**config.mk**
```make
export PLATFORM = sky130hd
export DESIGN_NAME = mux_scan_controller
export DESIGN_NICKNAME = d
export VERILOG_FILES = /design/src/rtl/mux_scan_controller.sv
export SDC_FILE = /design/constraint.sdc
export NUM_CORES = 1
export LEC_CHECK = 0
export BUFFER_PORTS_ARGS = -buffer_cell sky130_fd_sc_hd__buf_2
export CAP_MARGIN = 20
export CORE_MARGIN = 8
export CORE_UTILIZATION = 49
export DETAILED_ROUTE_END_ITERATION = 7
export GPL_TIMING_DRIVEN = 1
export PLACE_DENSITY = 0.71
export RECOVER_POWER = 25
export SLEW_MARGIN = 30
export SYNTH_ARGS = -nofsm -noshare
export SYNTH_HDL_FRONTEND = slang
export SYNTH_SLANG_ARGS = --single-unit
export TNS_END_PERCENT = 30
```
**constraint.sdc**
```tcl
create_clock -name clk -period 1.7 [get_ports clk]
set_clock_uncertainty 0.1 [all_clocks]
set_input_delay 0 -clock clk [delete_from_list [all_inputs] [get_ports clk]]
set_output_delay 0 -clock clk [all_outputs]
set_load 0.02 [all_outputs]
```
**src/rtl/mux_scan_controller.sv**
```systemverilog
// mux_scan_controller: scans an 8x1 mux and returns its eight inputs as a byte.
//
// On a start request the controller walks the select {s2,s1,s0} through 0..7.
// Each select value is held for STEP_DIV cycles. On the last cycle of each
// step it samples the mux output y into a shadow byte. After select 7 it loads
// the assembled byte into data and pulses done for one cycle.
//
// Optional feature: define MUX_SCAN_PARITY_EN to add a parity output. It is
// loaded on the same edge as data and always equals ^data.
//
// Handshake: start is a level request. It is sampled only while idle, and a
// high level at an idle edge launches a scan. While busy is high, start is
// ignored. done is a single-cycle strobe with no back-pressure. data and
// parity stay stable until the next done or reset.
//
// state_dbg exposes the FSM encoding: 0 = IDLE, 1 = SCAN, 2 = DONE.

module mux_scan_controller #(
  parameter int STEP_DIV = 3,
  parameter int DIV_W    = 8
) (
  input  logic       clk,
  input  logic       rst,
  input  logic       start,
  input  logic       y,
  output logic       s0,
  output logic       s1,
  output logic       s2,
  output logic       busy,
  output logic       done,
  output logic [7:0] data,
  output logic [1:0] state_dbg
`ifdef MUX_SCAN_PARITY_EN
  ,
  output logic       parity
`endif
);

  // STEP_DIV of 0 is treated as 1, so the last divider count is then 0 too.
  localparam logic [DIV_W-1:0] LAST_DIV =
    (STEP_DIV <= 1) ? '0 : DIV_W'(STEP_DIV - 1);

  typedef enum logic [1:0] {
    S_IDLE = 2'd0,
    S_SCAN = 2'd1,
    S_DONE = 2'd2
  } state_t;

  state_t           state;
  state_t           state_nxt;
  logic [2:0]       idx;
  logic [DIV_W-1:0] divcnt;
  logic [6:0]       shadow;
  logic             step_end;
  logic             last_step;

  // A step ends when the current select value has been held STEP_DIV cycles.
  assign step_end  = (state == S_SCAN) && (divcnt == LAST_DIV);
  assign last_step = step_end && (idx == 3'd7);

  // State register; reset aborts any scan in progress.
  always_ff @(posedge clk) begin
    if (rst) begin
      state <= S_IDLE;
    end else begin
      state <= state_nxt;
    end
  end

  // Next-state logic: start only matters in IDLE, and DONE always lasts one cycle.
  always_comb begin
    state_nxt = state;
    case (state)
      S_IDLE: begin
        if (start) begin
          state_nxt = S_SCAN;
        end
      end
      S_SCAN: begin
        if (last_step) begin
          state_nxt = S_DONE;
        end
      end
      S_DONE: begin
        state_nxt = S_IDLE;
      end
      default: begin
        state_nxt = S_IDLE;
      end
    endcase
  end

  // Datapath: step divider, select index, shadow capture and byte load.
  always_ff @(posedge clk) begin
    if (rst) begin
      idx    <= 3'd0;
      divcnt <= '0;
      shadow <= 7'd0;
      data   <= 8'h00;
    end else begin
      case (state)
        S_IDLE: begin
          if (start) begin
            idx    <= 3'd0;
            divcnt <= '0;
          end
        end
        S_SCAN: begin
          if (step_end) begin
            divcnt <= '0;
            if (idx == 3'd7) begin
              // Bit 7 goes straight into data; the select returns to 0.
              data <= {y, shadow};
              idx  <= 3'd0;
            end else begin
              shadow[idx] <= y;
              idx         <= idx + 3'd1;
            end
          end else begin
            divcnt <= divcnt + 1'b1;
          end
        end
        default: begin
          idx    <= 3'd0;
          divcnt <= '0;
        end
      endcase
    end
  end

`ifdef MUX_SCAN_PARITY_EN
  // Parity is loaded with data, from the same bits, so it tracks ^data exactly.
  always_ff @(posedge clk) begin
    if (rst) begin
      parity <= 1'b0;
    end else if (last_step) begin
      parity <= ^{y, shadow};
    end
  end
`endif

  // Output decode. The select lines come straight from the idx register,
  // which is held at 0 outside of SCAN.
  always_comb begin
    s0        = idx[0];
    s1        = idx[1];
    s2        = idx[2];
    busy      = (state == S_SCAN);
    done      = (state == S_DONE);
    state_dbg = state;
  end

endmodule

```
[Word level (Yosys, flattened, before mapping)]
Cells that the tools add are included.
Cells by class
  $add $sub $neg: 2
  equality and inequality tests: 7
  shift operators: 0
  order comparisons: 2
  divide/modulo/power cells: 0
  bitwise logic cells: 1
  muxes and demuxes: 13
  reductions and logical operators: 8
  multiply operators: 0
Operators by type and width (number)
  2-to-1 mux 8 bit: 2
  one-hot mux 8 bit (2 select lines): 1
  2-to-1 mux 3 bit: 3
  adder 8 x 1 -> 8 bit (second input constant): 1
  equality test 8 x 2 -> 1 bit (second input constant): 1
  bitwise mux 7 bit: 1
  one-hot mux 3 bit (2 select lines): 1
  AND reduction 3 bit: 2
  less-than comparator 3 x 4 -> 1 bit (second input constant): 1
  2-to-1 mux 2 bit: 2
  != test 2 x 1 -> 1 bit (second input constant): 2
  one-hot mux 2 bit (2 select lines): 1
  AND reduction 2 bit: 2
  adder 3 x 1 -> 3 bit (second input constant): 1
  demux 1 bit (select 3 bit): 1
  equality test 3 bit (second input constant): 1
  greater-or-equal comparator 3 x 1 -> 1 bit (second input constant): 1
  logical AND 1 bit: 3
  equality test 2 x 1 -> 1 bit (second input constant): 1
  equality test 2 bit (second input constant): 1
  logical NOT 2 bit: 1
  != test 2 bit (second input constant): 1
  2-to-1 mux 1 bit: 1
  inverter 1 bit: 1
Storage, ports and cells
  bits in latches: 0
  flip-flop bits (word level): 28
  memories: 0
  ROM bits: 0
  bits in writable memories: 0

[Logic depth before layout (Yosys ltp)]
Gate-level depths: netlist (run 1).
  word-level depth: 5
  depth in mapped cells: 7

[Worst setup path before layout (run 1)]
Ideal clock, no wire load.
  path type: flip-flop to flip-flop
  start: register idx[1]
  end: register shadow[0]
  library setup time: 0.072 ns
  path slack: 0.043 ns
  clock period less this slack: 1.657 ns
  cell stages (with the launch flop): 6
  arrival: 1.485 ns
  cells stage by stage: dfxtp_1 -> ha_1 -> ha_1 -> nor4_1 -> and3b_2 -> mux2i_1
On the way
  longest elaborated chain between the ends: 5
  elaborated cells between the ends (all ways): 9
  those cells by class: order compare (2); eq/ne (1); mux (3); bitwise (1); reduce/logical (2)
RTL lines
  from (decl): line 51  | logic [2:0] idx;
  from (signal assigned): line 117  | idx <= idx + 3'd1;
  less-than comparator 3 x 4 -> 1 bit (not written as such) / greater-or-equal comparator 3 x 1 -> 1 bit (equally long branches): line 116  | shadow[idx] <= y;
  logical AND 1 bit (not written as such): line 116
  2-to-1 mux 1 bit (not written as such): line 116
  demux 1 bit (select 3 bit): line 116
  bitwise mux 7 bit: line 116
  to (signal, indexed assignment): line 116
  to (decl): line 53  | logic [6:0] shadow;
Several ways; a longest one is shown, not always the timed one.
A chain may end at the register's enable or synchronous reset.

[Final worst setup path (run 1)]
  start: register divcnt[0]
  end: register data[1]
On the way
  longest elaborated chain between the ends: 3
RTL lines
  from (decl): line 52  | logic [DIV_W-1:0] divcnt;
  from (signal assigned): line 120  | divcnt <= divcnt + 1'b1;
  equality test 8 x 2 -> 1 bit: line 58  | assign step_end = (state == S_SCAN) && (divcnt == LAST_DIV);
  logical AND 1 bit: line 58
  AND reduction 3 bit (no source line)
  to (signal assigned): line 113  | data <= {y, shadow};
  to (decl): line 31  | output logic [7:0] data,
Every way passes these cells.

==> flow_summary.ini, run 1 <==
[run_status]
outcome = complete, no violations

[power_and_ir_drop]
powerDensity_nw_per_um2 = 757
worst_ir_drop_vdd_uv = 525
p_leak_nw = 0.723

[hold_path]
min_path_cells = 3
min_to = state_dbg[0]
hp-start = start
hold_path.class = primary input to flop

[cells_and_area]
design_area_sq_um = 1590
drive_gt1_share_pct = 24.0
n_fill_cell = 219
n_antenna_cell = 0
syn2layout_area_growth_pct = 23.8
multi_input_comb_area_sq_um = 703
fin_cells = 197
seqCellArea_sq_um = 563
fin_nets = 176

[timing]
fmax_mhz = 604
fin_crit_sh_pct = 97.4
rsz0062_at_grt = true
worst_slew_pin_slew_ns = 0.366
period_minus_slack_ns = 1.65
relSlewSlack_pct = 75.4
setup_viol = 0
hold_viol_final = 0
drv_slew = 0

[placed_design]
gp_congestion = 0.823
dp_hpwl_um = 1860
port_buffers = 18
placed_cell_area_sq_um = 1460
place_inst = 187

[floorplan]
dieArea_sq_um = 4510
die_w_um = 67.2
row_count = 18
start_util_pct = 51.8
core-area_sq_um = 2480
pin_count = 19
die_h_um = 67.2

[routing]
dr.max_layer_used = met4
ant_nets = 0
wl_per_cell_um = 14.0
drc = 0
dr_wl_met3_um = 129
drt-met1-wl_um = 1240
via_per_inst = 5.44
num_vias = 1071
drt_wl_total_um = 2760
first_iter_violations = 28
route.met2.wl_um = 1340
dr.pass1.iters = 4

[yosys]
yosysWarnings = 0
synth_edf_count = 0
syn_inst = 133
synth-compound-area-share_pct = 6.15
ys_seq_area_share_pct = 43.7
synthesis.nets = 141
syn_area_per_cell_sq_um = 9.64
yosys.area_share.adder_pct = 3.90
async_flop_share_pct = 0
synth_mux_area_share_pct = 11.7
synth-simple-area-share_pct = 28.9
synth_flop_cell = dfxtp_1
ys_ff_latch = 28
synthXorXnorAreaFrac_pct = 2.73
synth_area_sq_um = 1280
synth_top_family_by_area = simple AND/OR/NAND/NOR gates
synth_cell_types = 35

[flow_run]
cap_violations = 0

[clock_network]
cts_buffer_depth = 2
cts_root_buf = clkbuf_4
clk_pin_slew_ns = 0.15
cts_tree = built
clock_latency_ns = 0.33
clkSinkCount = 28
cts-buffers-inserted = 3
htree_levels = 1

[worst_setup_path]
r2r-start = divcnt[0]
critPathMaxFanout = 6
arrival_ns = 1.78
start_kind = flop
r2r_end = data[1]
end_kind = flop
crit_required_ns = 1.83
path_class = flop to flop
r2r.worst_path.cells = 8
r2r_setup_slack_ns = 0.05

[global_route]
grt_pass1_vias = 1053
grt-ovfl-total = 0
grt_usage_pct = 12.2
grt_antenna_before_repair = 0
grt_pass1_wl_um = 4480
grt_max_degree = 26
[worst max-delay path: stages, from the launching register on]
cell and delay [ns]:
dfxtp_2 0.35, inv_2 0.07, ha_4 0.12, nor4b_4 0.21
buf_4 0.16, nand4_1 0.17, buf_6 0.19, mux2i_1 0.14
nor2_1 0.05
[how the worst max path moves through the flow]
stage / start / to / slack [ns] / cells past startpoint
global route: divcnt[0] / idx[2] / -0.06 / 8
global placement: divcnt[0] / data[3] / 0.09 / 8
floorplan: idx[1] / shadow[0] / 0.04 / 5
CTS: divcnt[0] / data[1] / -0.001 / 8
detailed placement: divcnt[0] / data[1] / 0.05 / 8
finish: divcnt[0] / data[1] / 0.05 / 8
[layout make-up]
class                           instances  share of cell area, %
Multi-Input combinational cell         98                   44.3
Sequential cell                        28                   35.5
Timing Repair Buffer                   34                   13.9
Tap cell                               30                   2.36
Inverter                                3                  0.709
Clock inverter                          1                   1.89
Clock buffer                            3                   1.42
[repair_timing]
item                                    4_1_cts  5_1_grt
cloned                                        0        0
endpoints found under the setup margin        2       16
buffers inserted                              0        2
gates resized for setup                       0        8
endpoints found under the hold margin        13        8
hold buffers                                  2        2
pin swaps                                     0        1
[flip-flops by register name, indices dropped and copies added, names as in the netlist]
name / count
data: 8
divcnt: 8
shadow: 7
idx: 3
state_dbg: 2
[power by group]
part           internal, W  switching, W
Sequential        0.000662    0.00000601
Clock             0.000238      0.000197
Combinational    0.0000436     0.0000550
Total             0.000944      0.000258
[cell usage after synthesis, types with 2 or more instances]
cell,count,area (sq um)
nor2_1,17,63.8
nand4_1,4,25.0
or3_1,3,18.8
xnor2_1,2,17.5
mux2i_1,15,150
o21ai_0,2,10.0
inv_1,3,11.3
clkbuf_1,2,7.51
nand3_1,7,35.0
nand2_1,6,22.5
a31oi_1,2,12.5
nor4_1,2,12.5
ha_1,4,50.1
dfxtp_1,28,561
xor2_1,2,17.5
nand3b_1,2,15.0
a21oi_1,3,15.0
nor3_1,4,20.0
nand2b_1,8,50.1
nor3_2,2,20.0
[logic make-up after synthesis]
kind of cell             Yosys count
AO/OA/AOI/OAI                     12
XOR/XNOR                           4
adder cells (fa/ha/maj)            4
buffers and inverters              7
flip-flops                        28
multiplexers                      15
AND/OR/NAND/NOR                   63
[through the flow]
step / total power, W / setup WS, ns / setup TNS [ns] / util [%] / hold WS [ns]
CTS: 0.00121 / -0.00131 / -0.00212 / 61.8 / -0.0530
floorplan: 0.000735 / 0.0431 / 0 / - / 0.0378
global route: 0.00125 / -0.0621 / -0.471 / 64.1 / 0.369
finish: 0.00120 / 0.0450 / 0 / 64.1 / 0.359
global placement: 0.000763 / 0.0930 / 0 / 58.9 / 0.159
detailed placement: 0.000764 / 0.0494 / 0 / 58.9 / 0.164
[layer usage]
layer / up-vias / global-route usage [%]
met5: - / 0
met4: 0 / 4.18
met3: 6 / 2.48
met2: 22 / 22.0
met1: 505 / 14.1
li1: 538 / -
[cells in the final DEF, fill, tap and decap left out, types with 2 or more instances in the layout]
cell,n
a21oi_1,3
a31oi_1,2
buf_2,12
buf_4,10
buf_6,2
clkbuf_1,6
clkbuf_4,3
dfxtp_1,26
dfxtp_2,2
dlygate4sd3_1,4
ha_1,3
inv_1,2
mux2i_1,15
nand2_1,6
nand2b_1,8
nand3_1,7
nand3b_1,2
nand4_1,4
nor2_1,17
nor3_1,4
nor3_2,2
o21ai_0,2
or3_1,3
xnor2_1,2
xor2_1,2
Power figures use the tool's default switching activity.
==> run 2: changes to the inputs <==
--- a/config.mk
+++ b/config.mk
@@ -12,5 +12,5 @@
 export DETAILED_ROUTE_END_ITERATION = 7
 export GPL_TIMING_DRIVEN = 1
-export PLACE_DENSITY = 0.71
+export PLACE_DENSITY = 0.73
 export RECOVER_POWER = 25
 export SLEW_MARGIN = 30
==> constraint.sdc (replaced) <==
create_clock -name clk -period 1.7 [get_ports clk]
set_clock_uncertainty 0.1 [all_clocks]
set_input_delay 0 -clock clk [delete_from_list [all_inputs] [get_ports clk]]
set_output_delay 0 -clock clk [all_outputs]
set_load 0.01 [all_outputs]
==> run 2 against run 1 <==
  * Worst hold slack worse by 0.0076 ns
  * Worst setup slack better by 0.0023 ns
  * Sequential share of layout area is 0.40 points higher
  * Die area stayed put
  * Critical endpoint is now data[3]
  * Largest cell class unchanged
  * Cell count is 2.0% lower
  * Critical path depth is 1 lower
  * Clock power hardly changed
  * Cell area is 1.3% lower
  * Utilization is 0.86 points lower
==> flow_summary.ini, run 2 (same netlist as run 1, synthesis figures left out) <==
[run_status]
outcome = complete, no violations

[placed_design]
dp_hpwl_um = 1950
port_buffers = 18
gp_congestion = 0.843

[worst_setup_path]
critPathTopFamily = simple AND/OR/NAND/NOR gates
end_kind = flop
slowest_stage = dfxtp_2
timing.critical_path.buf_inv = 2
crit_required_ns = 1.83
max_stage_delay_ns = 0.35
critPathMaxFanout = 6
r2r_setup_slack_ns = 0.05
path_class = flop to flop
start_kind = flop
arrival_ns = 1.78
crit_chain = inv_2 -> ha_4 -> nor4b_4 -> nand4_1 -> buf_6 -> mux2i_4 -> nor2_1

[cells_and_area]
syn2layout_area_growth_pct = 22.1
final_common_cell = dfxtp_1
n_antenna_cell = 0
top_regs = data: 8 flops, divcnt: 8 flops, shadow: 7 flops
fin_nets = 172
drive_gt1_share_pct = 22.1
n_fill_cell = 237
fin_util_pct = 63.2
final_cell_mix = dfxtp_1, nor2_1, mux2i_1

[flow_run]
cap_violations = 0

[power_and_ir_drop]
p_leak_nw = 0.690
totalPowerFinal_w = 0.00119
worst_ir_drop_vdd_uv = 678
powerDensity_nw_per_um2 = 760

[floorplan]
core-area_sq_um = 2480
die_w_um = 67.2
dieArea_sq_um = 4510
die_h_um = 67.2
row_count = 18
start_util_pct = 51.8
pin_count = 19

[timing]
fin_crit_sh_pct = 97.2
period_minus_slack_ns = 1.65
rsz0062_at_grt = true
relSlewSlack_pct = 72.9
setup_viol = 0
fmax_mhz = 605
drv_slew = 0
hold_viol_final = 0
worst_slew_pin_slew_ns = 0.407

[routing]
drt_wl_total_um = 2620
dr.pass1.iters = 4
first_iter_violations = 33
wl_per_cell_um = 13.6
drc = 0
via_per_inst = 5.45
ant_nets = 0
num_vias = 1052

[clock_network]
cts_setup_buffers = 0
clkSinkCount = 28
clk_pin_slew_ns = 0.15
cts_buffer_depth = 2
htree_levels = 1
clock_latency_ns = 0.33
cts-buffers-inserted = 3
cts_tree = built
cts_root_buf = clkbuf_4

[global_route]
grt_max_degree = 26
grt_antenna_before_repair = 0
grt-ovfl-total = 0
grt_usage_pct = 12.0
grt_pass1_vias = 1030
grt_pass1_wl_um = 4370

[hold_path]
hold_path.class = primary input to flop
[run 2: path summary, 6_finish.rpt]
check,from,end,cells past startpoint
setup / recovery,divcnt[0],data[3],7
hold / removal,start,state_dbg[0],3
setup reg to reg,divcnt[0],data[3],7
hold reg to reg,shadow[6],shadow[6],2
[run 2: report_power, final]
part	total, W	switching [W]	internal (W)	leakage (nW)
clock network	0.000433	0.000195	0.000239	0.0279
logic	0.0000887	0.0000501	0.0000386	0.436
registers	0.000668	0.00000612	0.000662	0.226
[run 2: routing by layer]
layer	GRT usage [%]	up-vias	wire length (um)
met5	0	-	0
li1	-	535	-
met1	13.5	491	1210
met2	20.9	20	1250
met3	2.32	6	116
met4	6.53	0	44
[run 2: repair_timing]
action | CTS | global route
gates resized for setup | 1 | 10
pin swaps | 0 | 1
endpoints found under the hold margin | 13 | 0
cloned | 0 | 0
hold buffers | 3 | 0
endpoints found under the setup margin | 1 | 10
[run 2: area by class of cell]
class,instances,area (sq um),share of cell area (%)
Multi-Input combinational cell,98,718,45.8
Sequential cell,28,562,35.9
Timing Repair Buffer,30,185,11.8
Tap cell,30,37.5,2.40
Clock inverter,1,30.0,1.92
Clock buffer,3,22.5,1.44
Inverter,3,11.3,0.719
[run 2: worst register-to-register path, delay by kind of cell, from the launching register on]
kind / cells / cell delay (ns)
DFF: 1 / 0.35
and+or+nand+nor: 3 / 0.53
buffers and inverters: 2 / 0.28
adders and majority gates: 1 / 0.13
muxes: 1 / 0.16
[run 2: stage by stage]
step | hold slack [ns] | instance area (sq um) | setup WS, ns | TNS (ns) | cells
after global routing | 0.348 | 1570 | -0.0460 | -0.180 | 193
after CTS | 0.337 | 1540 | 0.0448 | 0 | 193
after floorplan | 0.0378 | 1280 | 0.0978 | 0 | 133
final | 0.351 | 1570 | 0.0473 | 0 | 193
after detailed placement | 0.162 | 1450 | 0.0228 | 0 | 186
after global placement | 0.158 | 1450 | 0.105 | 0 | 186
==> run 3: changes to the inputs <==
Settings changed: BUFFER_PORTS_ARGS -buffer_cell sky130_fd_sc_hd__buf_2 to -buffer_cell sky130_fd_sc_hd__buf_4, TNS_END_PERCENT 30 to unset.
==> run 3 against run 2 <==
  * Cell area shrank 0.40%
  * First-iteration DRC count grew 100%
  * Sequential cell count is the same
  * Critical path type unchanged
  * Utilization shrank 0.25 points
  * Register-to-register slack is essentially flat
  * Total power decreased by 13%
  * Worst setup slack improved by 0.013 ns
  * Clock power fell by 38%
  * Combinational power increased by 6.7%
  * Worst hold slack better by 0.017 ns
  * Count of clock-buffer cells in the layout did not move
  * Sequential power about the same
==> flow_summary.ini, run 3 (same netlist as run 1, synthesis figures left out) <==
[power_and_ir_drop]
powerDensity_nw_per_um2 = 660
p_switching_w = 0.000240
p_int_w = 0.000789
seqPwrFrac_pct = 64.9
swShare_pct = 23.3
p_comb_share_pct = 9.2
clkPwrFrac_pct = 25.9
p_leak_nw = 0.682
worst_ir_drop_vdd_uv = 522

[cells_and_area]
final_common_cell = dfxtp_1
design_area_sq_um = 1560
fin_nets = 173
syn2layout_area_growth_pct = 21.7
final_cell_mix = dfxtp_1, buf_4, nor2_1
fin_cells = 193
fin_util_pct = 63.0
drive_gt1_share_pct = 22.7
n_antenna_cell = 0
top_regs = data: 8 flops, divcnt: 8 flops, shadow: 7 flops

[timing]
drv_slew = 0
hold_slack_ns = 0.368
setup_viol = 0
final.setup.tns_ns = 0
rsz0062_at_grt = true
period_minus_slack_ns = 1.64
fin_crit_sh_pct = 96.5
fmax_mhz = 610
worst_slew_pin_slew_ns = 0.434
relSlewSlack_pct = 70.9
hold_viol_final = 0

[routing]
drt_wl_total_um = 2670
drc = 0
dr.pass1.iters = 4
first_iter_violations = 66
via_per_inst = 5.44
ant_nets = 0
num_vias = 1050
wl_per_cell_um = 13.8

[worst_setup_path]
arrival_ns = 1.77
path_class = flop to flop
start_kind = flop
end_kind = flop
critPathMaxFanout = 6
crit_required_ns = 1.83

[clock_network]
cts_root_buf = clkbuf_4
cts_buffer_depth = 2
clkSinkCount = 28
clk_pin_slew_ns = 0.14
cts-buffers-inserted = 3
cts_tree = built
htree_levels = 1
clock_latency_ns = 0.32

[floorplan]
start_util_pct = 51.8
core-area_sq_um = 2480
dieArea_sq_um = 4510
pin_count = 19
row_count = 18
die_w_um = 67.2
die_h_um = 67.2

[placed_design]
placed_cell_area_sq_um = 1500
port_buffers = 18
gp_congestion = 0.796
dp_hpwl_um = 2000
place_inst = 186

[hold_path]
hold_path.class = primary input to flop

[global_route]
grt_antenna_before_repair = 0
grt-ovfl-total = 0
grt_usage_pct = 13.1
grt_pass1_wl_um = 4710
grt_pass1_vias = 1089
grt_max_degree = 26

[flow_run]
cap_violations = 0

[run_status]
outcome = complete, no violations
==> run 3: changes by cell type in the layout (fill, tap and decap cells not counted), sizes merged <==
cell / previous run / this run
bufinv: 1 / 0
buf: 19 / 20
==> run 3: path summary, 6_finish.rpt <==
path,start,end,slack [ns],cells past startpoint
setup / recovery,divcnt[0],data[7],0.06,7
hold / removal,start,state_dbg[0],0.37,3
setup reg to reg,divcnt[0],data[7],0.06,7
hold reg to reg,shadow[4],shadow[4],0.39,2
==> run 3: cell type report <==
cell class / instances / area (sq um)
fill: 239 / 917
multi-input combinational: 98 / 708
sequential: 28 / 563
timing repair buffer: 31 / 218
tap: 30 / 37.5
clock buffer: 3 / 22.5
inverter: 3 / 11.3
==> run 3: critical path, cell delays in order, from the launching register on <==
cell and delay [ns]:
dfxtp_2 0.35, inv_2 0.07, ha_4 0.12, nor4b_4 0.24, nand4_1 0.24, buf_6 0.20, mux2i_2 0.17, nor2_1 0.06
==> run 3: power groups by stage <==
| stage | Combinational [W] | Sequential, W | Clock (W) |
|---|---|---|---|
| 2_1_floorplan | 0.0000496 | 0.000683 | 0 |
| 3_3_place_gp | 0.0000824 | 0.000681 | 0 |
| 3_5_place_dp | 0.0000839 | 0.000681 | 0 |
| 4_1_cts | 0.0000899 | 0.000667 | 0.000281 |
| 5_1_grt | 0.000104 | 0.000670 | 0.000307 |
| 6_report | 0.0000946 | 0.000668 | 0.000267 |
==> run 3: metal layers <==
metal	vias to the layer above	track usage, %	part of all wire, %	wire length, um
li1	528	-	-	-
met1	497	14.2	41	1100
met2	20	24.0	52	1400
met3	5	2.48	4.7	126
met4	0	6.27	1.8	48
met5	-	0	0	0
==> run 3: what timing repair did <==
item | CTS | global route
setup buffers | 0 | 1
endpoints found under the hold margin | 16 | 0
gates resized for setup | 1 | 9
pin swaps | 0 | 3
setup endpoints to repair | 1 | 17
hold buffers | 3 | 0
==> run 3: metrics by stage <==
| step | total power [W] | setup slack, ns |
|---|---|---|
| 3_5_place_dp | 0.000765 | 0.0268 |
| 5_1_grt | 0.00108 | -0.0431 |
| 3_3_place_gp | 0.000763 | 0.107 |
| 4_1_cts | 0.00104 | 0.0125 |
| 2_1_floorplan | 0.000733 | 0.0978 |
| 6_report | 0.00103 | 0.0601 |
